==> src/rtl/fadd_seq_ctrl.sv <==
// Multi-cycle single-precision float adder sequencer: unpack/order, bit-serial alignment,
// add/sub, iterative normalize, round-to-nearest-even, then hold result until consumed.
module fadd_seq_ctrl #(
  parameter int unsigned SHIFT_CAP = 26
) (
  input  logic        clk,
  input  logic        res,
  input  logic        in_valid,
  output logic        in_ready,
  input  logic [31:0] a,
  input  logic [31:0] b,
  output logic        out_valid,
  input  logic        out_ready,
  output logic [31:0] result,
  output logic        overflow,
  output logic        busy
);

  localparam int unsigned CntW = $clog2(SHIFT_CAP + 1);

  typedef enum logic [2:0] {
    StIdle, StUnpack, StAlign, StAdd, StNorm, StRound, StHold
  } state_e;

  state_e          state_q, state_d;
  logic [31:0]     op_a_q, op_a_d, op_b_q, op_b_d;
  logic [26:0]     mant_l_q, mant_l_d, mant_s_q, mant_s_d;
  logic [9:0]      exp_q, exp_d;
  logic [CntW-1:0] cnt_q, cnt_d;
  logic            sign_q, sign_d, sub_q, sub_d, big_q, big_d, zero_q, zero_d;
  logic [31:0]     result_q, result_d;
  logic            overflow_q, overflow_d;

  // Mantissa layout: [26] carry, [25] hidden, [24:2] fraction, [1] guard, [0] sticky.
  function automatic logic [26:0] mant_of(input logic [31:0] x);
    return (x[30:23] == 8'd0) ? 27'd0 : {2'b01, x[22:0], 2'b00};
  endfunction

  logic        swap;
  logic [31:0] op_l, op_s;
  logic [7:0]  exp_diff;
  logic        diff_big;
  logic [26:0] mant_s_eff, sum, norm_shift;
  logic        rnd_inc;
  logic [24:0] rnd;
  logic [9:0]  exp_r;
  logic [22:0] frac_r;

  always_comb begin
    swap       = op_b_q[30:0] > op_a_q[30:0];
    op_l       = swap ? op_b_q : op_a_q;
    op_s       = swap ? op_a_q : op_b_q;
    exp_diff   = op_l[30:23] - op_s[30:23];
    diff_big   = {1'b0, exp_diff} > 9'(SHIFT_CAP);
    // Beyond the shift cap the smaller operand only contributes a sticky bit.
    mant_s_eff = big_q ? {26'd0, |mant_s_q} : mant_s_q;
    sum        = sub_q ? (mant_l_q - mant_s_eff) : (mant_l_q + mant_s_eff);
    norm_shift = mant_l_q[26] ? {1'b0, mant_l_q[26:2], mant_l_q[1] | mant_l_q[0]}
                              : {mant_l_q[25:0], 1'b0};
    rnd_inc    = mant_l_q[1] & (mant_l_q[0] | mant_l_q[2]);
    rnd        = {1'b0, mant_l_q[25:2]} + {24'd0, rnd_inc};
    exp_r      = exp_q + {9'd0, rnd[24]};
    frac_r     = rnd[24] ? rnd[23:1] : rnd[22:0];
  end

  always_comb begin
    state_d    = state_q;
    op_a_d     = op_a_q;
    op_b_d     = op_b_q;
    mant_l_d   = mant_l_q;
    mant_s_d   = mant_s_q;
    exp_d      = exp_q;
    cnt_d      = cnt_q;
    sign_d     = sign_q;
    sub_d      = sub_q;
    big_d      = big_q;
    zero_d     = zero_q;
    result_d   = result_q;
    overflow_d = overflow_q;

    unique case (state_q)
      StIdle: begin
        if (in_valid) begin
          op_a_d  = a;
          op_b_d  = b;
          zero_d  = 1'b0;
          state_d = StUnpack;
        end
      end
      StUnpack: begin
        mant_l_d = mant_of(op_l);
        mant_s_d = mant_of(op_s);
        exp_d    = {2'b00, op_l[30:23]};
        sign_d   = op_l[31];
        sub_d    = op_l[31] ^ op_s[31];
        big_d    = diff_big;
        cnt_d    = diff_big ? CntW'(SHIFT_CAP) : CntW'(exp_diff);
        state_d  = (cnt_d != '0) ? StAlign : StAdd;
      end
      StAlign: begin
        mant_s_d = {1'b0, mant_s_q[26:2], mant_s_q[1] | mant_s_q[0]};
        cnt_d    = cnt_q - 1'b1;
        if (cnt_q == CntW'(1)) state_d = StAdd;
      end
      StAdd: begin
        if (sum == 27'd0) begin
          zero_d  = 1'b1;
          sign_d  = 1'b0;
          state_d = StRound;
        end else begin
          mant_l_d = sum;
          state_d  = (sum[26] || !sum[25]) ? StNorm : StRound;
        end
      end
      StNorm: begin
        if (!mant_l_q[26] && exp_q == 10'd1) begin
          zero_d  = 1'b1;
          state_d = StRound;
        end else begin
          mant_l_d = norm_shift;
          exp_d    = mant_l_q[26] ? exp_q + 10'd1 : exp_q - 10'd1;
          if (norm_shift[26:25] == 2'b01) state_d = StRound;
        end
      end
      StRound: begin
        overflow_d = 1'b0;
        if (zero_q) begin
          result_d = {sign_q, 31'd0};
        end else if (exp_r >= 10'd255) begin
          result_d   = {sign_q, 8'hFF, 23'd0};
          overflow_d = 1'b1;
        end else begin
          result_d = {sign_q, exp_r[7:0], frac_r};
        end
        state_d = StHold;
      end
      StHold: begin
        if (out_ready) state_d = StIdle;
      end
      default: state_d = StIdle;
    endcase
  end

  always_ff @(posedge clk) begin
    if (res) begin
      state_q    <= StIdle;
      op_a_q     <= '0;
      op_b_q     <= '0;
      mant_l_q   <= '0;
      mant_s_q   <= '0;
      exp_q      <= '0;
      cnt_q      <= '0;
      sign_q     <= 1'b0;
      sub_q      <= 1'b0;
      big_q      <= 1'b0;
      zero_q     <= 1'b0;
      result_q   <= '0;
      overflow_q <= 1'b0;
    end else begin
      state_q    <= state_d;
      op_a_q     <= op_a_d;
      op_b_q     <= op_b_d;
      mant_l_q   <= mant_l_d;
      mant_s_q   <= mant_s_d;
      exp_q      <= exp_d;
      cnt_q      <= cnt_d;
      sign_q     <= sign_d;
      sub_q      <= sub_d;
      big_q      <= big_d;
      zero_q     <= zero_d;
      result_q   <= result_d;
      overflow_q <= overflow_d;
    end
  end

  assign in_ready  = (state_q == StIdle);
  assign busy      = (state_q != StIdle);
  assign out_valid = (state_q == StHold);
  assign result    = result_q;
  assign overflow  = overflow_q;

endmodule

==> config.mk <==
export PLATFORM = sky130hd
export DESIGN_NAME = fadd_seq_ctrl
export DESIGN_NICKNAME = d
export VERILOG_FILES = /design/src/rtl/fadd_seq_ctrl.sv
export SDC_FILE = /design/constraint.sdc
export NUM_CORES = 1
export LEC_CHECK = 0
export ABC_AREA = 1
export BUFFER_PORTS_ARGS = -buffer_cell sky130_fd_sc_hd__buf_2
export CELL_PAD_IN_SITES_DETAIL_PLACEMENT = 0
export CELL_PAD_IN_SITES_GLOBAL_PLACEMENT = 1
export CORE_AREA = 2 2 160 178
export DETAILED_ROUTE_END_ITERATION = 6
export DIE_AREA = 0 0 162 180
export GPL_TIMING_DRIVEN = 0
export PLACE_DENSITY_LB_ADDON = 0.2
export RECOVER_POWER = 50
export SETUP_SLACK_MARGIN = 0.15
export SLEW_MARGIN = 15
export SYNTH_ARGS = -nofsm -noshare
export SYNTH_HDL_FRONTEND = slang
export SYNTH_SLANG_ARGS = --single-unit
==> constraint.sdc <==
create_clock -name clk -period 8.35 [get_ports clk]
set_input_delay 1.2525 -clock clk [delete_from_list [all_inputs] [get_ports clk]]
set_output_delay 1.2525 -clock clk [all_outputs]
set_load 0.01 [all_outputs]
==> reports/qor.json, run 1 <==
{
  "areaGrowthSynthToFinish": {"value": 11.91, "unit": "%"},
  "wire_length_of_the_first_global_routing_pass": {"value": 68610, "unit": "um"},
  "postCtsResizedCells": {"value": 0},
  "vias_in_the_first_global_route": {"value": 13010},
  "worstSetupPathType": {"value": "reg2reg"},
  "tritoncts_clock_tree": {"value": "yes"},
  "synth.net_count": {"value": 2142},
  "io_pins": {"value": 104},
  "port_buffers": {"value": 102},
  "timing.critical_path.slowest_stage_cell": {"value": "nor4_1"},
  "clockBufferDepth": {"value": 2},
  "setup_viol": {"value": 0},
  "cts.repair_timing.setup_buffer_count": {"value": 0},
  "detailed_route_vias_per_instance": {"value": 5.382},
  "die_y": {"value": 180, "unit": "um"},
  "yosys.area_share.xor_xnor": {"value": 0.05378},
  "kind_of_end_point_of_the_critical_path": {"value": "flip-flop"},
  "worst-endpoint-arrival": {"value": 5.79, "unit": "ns"},
  "clk_transition_reported_paths": {"value": 0.07, "unit": "ns"},
  "htree_levels": {"value": 4},
  "hold_buffers": {"value": 0},
  "worst_clock_skew": {"value": 0.01187, "unit": "ns"},
  "post_synth.cell_area_avg": {"value": 6.323, "unit": "um2"},
  "grt_setup_unrepaired": {"value": "false"},
  "hpwl": {"value": 35420, "unit": "um"},
  "drt_first_pass_iters": {"value": 6},
  "clk-insertion-delay-late": {"value": 0.45, "unit": "ns"},
  "ys_ff_latch": {"value": 172},
  "worstMarginPinSlew": {"value": 0.7947, "unit": "ns"},
  "finalWirelength": {"value": 43530, "unit": "um"},
  "setup_tns": {"value": 0, "unit": "ns"},
  "grt_util_all_layers": {"value": 0.2991},
  "initial_utilization": {"value": 0.4629},
  "dr.first_iter.drc_count": {"value": 914},
  "place_worst_setup_slack": {"value": 2.904, "unit": "ns"},
  "crit_buf_inv": {"value": 2},
  "synth_compound_area_frac": {"value": 0.2022},
  "worst-path-max-fanout": {"value": 10},
  "die_x": {"value": 162, "unit": "um"},
  "crit_path_frequent_cell": {"value": "nand2_1"},
  "gpl.final_weighted_congestion": {"value": 0.9511},
  "drv.max_cap_violation_count": {"value": 0},
  "cts_root_buf": {"value": "clkbuf_16"},
  "critPathMaxStageDelay": {"value": 0.37, "unit": "ns"},
  "dieArea": {"value": 29160, "unit": "um2"},
  "std_cell_rows": {"value": 64},
  "synth_warnings": {"value": 0},
  "final_layout_size_suffix_gt1_frac": {"value": 0.08275},
  "synth_area": {"value": 12680, "unit": "um2"},
  "synth_ff_type": {"value": "dfxtp_1"},
  "highest_clock_frequency_the_design_can_meet": {"value": 183.5, "unit": "MHz"},
  "vias": {"value": 13470},
  "post-route-period-util": {"value": 0.6525},
  "startpoint_type": {"value": "flip-flop"},
  "synthesis.instances": {"value": 2005},
  "synth_enable_flop_cells": {"value": 0},
  "status": {"value": "finished, final reports clean"},
  "async_reset_ff_frac": {"value": 0},
  "synth_cell_type_count": {"value": 55},
  "share_of_cell_area_taken_by_muxes_after_synthesis": {"value": 0},
  "drc": {"value": 0},
  "fin_worst_hold_slack": {"value": 0.4628, "unit": "ns"},
  "slew_headroom": {"value": 0.4702},
  "synth-adder-area-share": {"value": 0.06869},
  "combinational_family_with_the_most_area_after_synthesis": {"value": "simple AND/OR/NAND/NOR gates"},
  "slew_viol_final": {"value": 0},
  "route.detailed.wl_per_inst": {"value": 17.40, "unit": "um"},
  "diodes": {"value": 0},
  "critical_path_required": {"value": 8.69, "unit": "ns"},
  "tritoncts.num_buffers": {"value": 17},
  "synth-simple-area-share": {"value": 0.2998},
  "remaining_global_route_overflow": {"value": 0},
  "finalHoldViolCount": {"value": 0},
  "hold_path_class": {"value": "reg2reg"},
  "drtAntennaViolNets": {"value": 0},
  "timing.critical_path.max_delay_family": {"value": "simple AND/OR/NAND/NOR gates"},
  "grt_start_max_net_pins": {"value": 17},
  "cts_sinks": {"value": 172},
  "final.setup.worst_slack": {"value": 2.902, "unit": "ns"},
  "layout_min_cycle_time": {"value": 5.448, "unit": "ns"},
  "core_region_area": {"value": 27390, "unit": "um2"},
  "nNetsFinal": {"value": 2263},
  "synth.yosys.seq_area_share": {"value": 0.2716},
  "grt_antenna_before_repair": {"value": 0}
}
flip-flops by register name, summed over array words and instances, names as in the netlist, 3 cells and up:
signal,count
result,32
exp_q,10
state_q,3
cnt_q,5
op_a_q,32
mant_s_q,26
mant_l_q,27
op_b_q,32
layout by cell type (no fill, tap or decap), drive strengths merged, types with 7 or more instances in the layout:
cell type  count
a21oi        188
a31oi         36
buf           89
clkbuf       122
dfxtp        172
ha            68
inv          247
nand2        532
nand3         98
nand4         26
nor2         186
nor3          27
nor4          10
o211ai        39
o21ai        166
o31ai          7
or2            7
xnor2         19
xor2          58
cells in the mapped netlist, drive strengths merged (3+ instances only):
| library cell | instances | share of area |
|---|---|---|
| a21oi | 188 | 0.076 |
| nand3b | 3 | 0.0018 |
| a21o | 5 | 0.0030 |
| clkbuf | 63 | 0.019 |
| nand2 | 532 | 0.16 |
| buf | 23 | 0.012 |
| nor3 | 27 | 0.011 |
| a221oi | 4 | 0.0028 |
| o31ai | 7 | 0.0041 |
| a22oi | 3 | 0.0018 |
| xor2 | 58 | 0.041 |
| ha | 68 | 0.067 |
| or2 | 7 | 0.0035 |
| o21bai | 4 | 0.0024 |
| a31oi | 36 | 0.018 |
| nor2 | 186 | 0.059 |
| inv | 245 | 0.073 |
| nor4 | 10 | 0.0059 |
| nand3 | 98 | 0.040 |
| nand4 | 26 | 0.013 |
| dfxtp | 172 | 0.27 |
| o21ai | 166 | 0.066 |
| o211ai | 39 | 0.023 |
| nor3b | 3 | 0.0018 |
| xnor2 | 19 | 0.013 |
path summary, 6_finish.rpt:
| path | endpoint | slack [ns] | startpoint | cells after the start |
|---|---|---|---|---|
| worst min register to register | mant_l_q[0] | 0.46 | mant_l_q[0] | 2 |
| worst max-delay path | mant_l_q[6] | 2.90 | mant_s_q[10] | 32 |
| worst min-delay path | mant_l_q[0] | 0.46 | mant_l_q[0] | 2 |
| worst max register to register | mant_l_q[6] | 2.90 | mant_s_q[10] | 32 |
kinds of logic (layout without fill, tap and decap cells):
family,count (synthesis),count (layout)
XOR/XNOR,77,77
buffers and inverters,332,466
AND/OR/NAND/NOR,895,895
adder cells (fa/ha/maj),69,69
flip-flops,172,172
AO/OA/AOI/OAI,460,460
through the flow:
stage / cells / instance area (um2) / util
after floorplan: 2005 / 12680 / -
after global routing: 2502 / 14190 / 0.5181
after CTS: 2502 / 14230 / 0.5198
after detailed placement: 2470 / 13640 / 0.4982
final: 2502 / 14190 / 0.5181
after global placement: 2470 / 13640 / 0.4982
worst min-delay path, cell delays in order (launching register included):
cell and delay [ns]:
dfxtp_1 0.31, nand2_1 0.06, a21oi_1 0.05
metal layers:
| layer | track usage | up-vias | routed length (um) |
|---|---|---|---|
| met5 | 0 | - | 0 |
| li1 | - | 6828 | - |
| met3 | 0.03392 | 91 | 1981 |
| met4 | 0.1055 | 0 | 1414 |
| met2 | 0.5217 | 364 | 20800 |
| met1 | 0.3801 | 6183 | 19340 |
final cells by class:
| cell class | count | area (um2) |
|---|---|---|
| Tap cell | 363 | 454.2 |
| Buffer | 86 | 390.4 |
| Timing Repair Buffer | 102 | 467.9 |
| Clock buffer | 23 | 457.9 |
| Sequential cell | 172 | 3443 |
| Fill cell | 2989 | 13200 |
| Inverter | 246 | 925.9 |
| Clock inverter | 9 | 133.9 |
| Multi-Input combinational cell | 1501 | 7915 |
Power of run 1 is left out: the tool's default activity adds up to more than one toggle a clock period on the data nets, which glitch-free logic cannot reach.
==> run 2: changes to the inputs <==
--- a/config.mk
+++ b/config.mk
@@ -9,9 +9,9 @@
 export BUFFER_PORTS_ARGS = -buffer_cell sky130_fd_sc_hd__buf_2
 export CELL_PAD_IN_SITES_DETAIL_PLACEMENT = 0
 export CELL_PAD_IN_SITES_GLOBAL_PLACEMENT = 1
-export CORE_AREA = 2 2 160 178
+export CORE_AREA = 2 2 175 195
 export DETAILED_ROUTE_END_ITERATION = 6
-export DIE_AREA = 0 0 162 180
+export DIE_AREA = 0 0 177 197
 export GPL_TIMING_DRIVEN = 0
 export PLACE_DENSITY_LB_ADDON = 0.2
 export RECOVER_POWER = 50
==> constraint.sdc (replaced) <==
create_clock -name clk -period 4.4 [get_ports clk]
set_input_delay 0.66 -clock clk [delete_from_list [all_inputs] [get_ports clk]]
set_output_delay 0.66 -clock clk [all_outputs]
set_load 0.01 [all_outputs]
==> run 2 against run 1 <==
Effect of this change:
- the flow now finishes with violations (setup timing)
- cell area increased by 12%
- hold slack better by 0.0015 ns
- non-clock buffer count up 63
- critical path type unchanged
==> reports/qor.json, run 2 (synthesis gave the netlist of run 1 again) <==
{
  "grt_antenna_before_repair": {"value": 0},
  "worstMarginPinSlew": {"value": 0.8943, "unit": "ns"},
  "layout_min_cycle_time": {"value": 4.927, "unit": "ns"},
  "clockBufferDepth": {"value": 2},
  "regArea": {"value": 3470, "unit": "um2"},
  "commonest_cells_after_routing_fill_and_taps_aside": {"value": "nand2_1, inv_1, a21oi_1, dfxtp_1, o21ai_0"},
  "route.detailed.wl_per_inst": {"value": 17.73, "unit": "um"},
  "setup_tns": {"value": -14.90, "unit": "ns"},
  "final_area": {"value": 15880, "unit": "um2"},
  "status": {"value": "complete, but fails checks"},
  "hpwl": {"value": 37030, "unit": "um"},
  "tritoncts_clock_tree": {"value": "yes"},
  "post-route-period-util": {"value": 1.120},
  "timing.hold.worst_path_depth": {"value": 2},
  "timing.critical_path.slowest_stage_cell": {"value": "ha_2"},
  "dr.first_iter.drc_count": {"value": 835},
  "io_pins": {"value": 104},
  "vias": {"value": 13750},
  "final.setup.worst_slack": {"value": -0.5271, "unit": "ns"},
  "std_cell_rows": {"value": 70},
  "diodes": {"value": 0},
  "nNetsFinal": {"value": 2328},
  "hold-path-endpoint": {"value": "result[12]"},
  "crit-reg2reg-launch": {"value": "mant_s_q[17]"},
  "final_layout_size_suffix_gt1_frac": {"value": 0.1952},
  "slew_viol_final": {"value": 0},
  "cts_sinks": {"value": 172},
  "initial_utilization": {"value": 0.3860},
  "htree_levels": {"value": 4},
  "cts_root_buf": {"value": "clkbuf_16"},
  "worst_clock_skew": {"value": 0.008940, "unit": "ns"},
  "startpoint_type": {"value": "flip-flop"},
  "worst-path-max-fanout": {"value": 5},
  "die_x": {"value": 177, "unit": "um"},
  "kind_of_end_point_of_the_critical_path": {"value": "flip-flop"},
  "port_buffers": {"value": 102},
  "worstSetupPathType": {"value": "reg2reg"},
  "die_y": {"value": 197, "unit": "um"},
  "numPlacedInstances": {"value": 2539},
  "drv.max_cap_violation_count": {"value": 0},
  "slew_headroom": {"value": 0.4038},
  "core_region_area": {"value": 32840, "unit": "um2"},
  "grt_start_max_net_pins": {"value": 17},
  "vias_in_the_first_global_route": {"value": 13360},
  "crit_path_frequent_cell": {"value": "nor2_4"},
  "tritoncts.num_buffers": {"value": 17},
  "hp-start": {"value": "result[12]"},
  "remaining_global_route_overflow": {"value": 0},
  "finalHoldViolCount": {"value": 0},
  "critical_path_required": {"value": 4.73, "unit": "ns"},
  "finalWirelength": {"value": 46720, "unit": "um"},
  "fillCellCount": {"value": 3523},
  "failed_checks": {"value": "setup timing"},
  "grt_util_all_layers": {"value": 0.2677},
  "hold_buffers": {"value": 0},
  "final_common_cell": {"value": "nand2_1"},
  "grt_setup_unrepaired": {"value": "true"},
  "crit-reg2reg-capture": {"value": "mant_l_q[6]"},
  "dieArea": {"value": 34870, "unit": "um2"},
  "clk_transition_reported_paths": {"value": 0.07, "unit": "ns"},
  "areaGrowthSynthToFinish": {"value": 25.23, "unit": "%"},
  "multi_input_comb_area": {"value": 8934, "unit": "um2"},
  "regToRegSetupSlack": {"value": -0.53, "unit": "ns"},
  "worst-r2r-cell-count": {"value": 29},
  "clk-insertion-delay-late": {"value": 0.44, "unit": "ns"},
  "hold_path_class": {"value": "reg2reg"},
  "wire_length_of_the_first_global_routing_pass": {"value": 72130, "unit": "um"},
  "highest_clock_frequency_the_design_can_meet": {"value": 203.0, "unit": "MHz"},
  "drt_first_pass_iters": {"value": 5},
  "finish.utilization": {"value": 0.4834},
  "drc": {"value": 0},
  "gpl.final_weighted_congestion": {"value": 0.9332},
  "post_dp_cell_area": {"value": 13730, "unit": "um2"},
  "drtAntennaViolNets": {"value": 0},
  "setup_viol": {"value": 39},
  "worst-endpoint-arrival": {"value": 5.26, "unit": "ns"},
  "critPathMaxStageDelay": {"value": 0.38, "unit": "ns"},
  "detailed_route_vias_per_instance": {"value": 5.219},
  "final_cell_count_no_fill": {"value": 2635}
}
run 2: cell types whose count changed in the layout (fill, tap and decap cells not counted), moves of 16 or more:
| cell | previous run | this run |
|---|---|---|
| a21oi_2 | 5 | 26 |
| ha_1 | 68 | 52 |
| nand2_1 | 514 | 473 |
| buf_4 | 2 | 54 |
| a21oi_1 | 183 | 159 |
| nand2_2 | 16 | 46 |
| nor2_1 | 173 | 146 |
run 2: critical path: cells and delay by family, from the launching register on:
family / cells / cell delay (ns)
and+or+nand+nor: 18 / 2.05
AOI/OAI and AO/OA: 6 / 1.09
adders and majority gates: 2 / 0.62
xor gates and xnor gates: 2 / 0.50
DFF: 1 / 0.37
buffers and inverters: 1 / 0.16
run 2: stage by stage:
step	setup WS (ns)	hold WS, ns
5_1_grt	-0.8081	0.4879
6_report	-0.5271	0.4643
2_1_floorplan	0.1503	0.4361
3_5_place_dp	-1.144	0.4536
3_3_place_gp	-1.091	0.4501
4_1_cts	-0.6374	0.4641
run 2: cell type report:
class,count,share of cell area
well taps,432,0.03404
flip-flops and latches,172,0.2185
repair inverters,1,0.0007092
clock buffers,17,0.02679
inverters,246,0.05942
multi-input cells,1502,0.5626
repair buffers,165,0.06478
clock inverters,14,0.007013
plain buffers,86,0.02608
run 2: worst max path at each step:
stage,slack [ns],from,end,cells past startpoint
floorplan,0.15,mant_s_q[1],mant_l_q[26],31
global placement,-1.09,mant_s_q[10],mant_l_q[6],25
detailed placement,-1.14,mant_s_q[10],mant_l_q[26],32
CTS,-0.64,mant_s_q[2],mant_l_q[6],30
global route,-0.81,mant_s_q[11],mant_l_q[16],30
finish,-0.53,mant_s_q[17],mant_l_q[6],29
run 2: what timing repair did:
action / CTS / global route
gates resized for setup: 141 / 133
endpoints found under the setup margin: 62 / 62
buffers inserted: 39 / 20
pin swaps: 60 / 63
gates cloned: 5 / 1
run 2: layer usage:
layer,GRT usage,part of all wire,vias up
li1,-,-,6973
met5,0,0,-
met3,0.02720,0.041,92
met2,0.4687,0.49,358
met4,0.1071,0.037,0
met1,0.3347,0.43,6328
Power of run 2 is left out for the same reason.
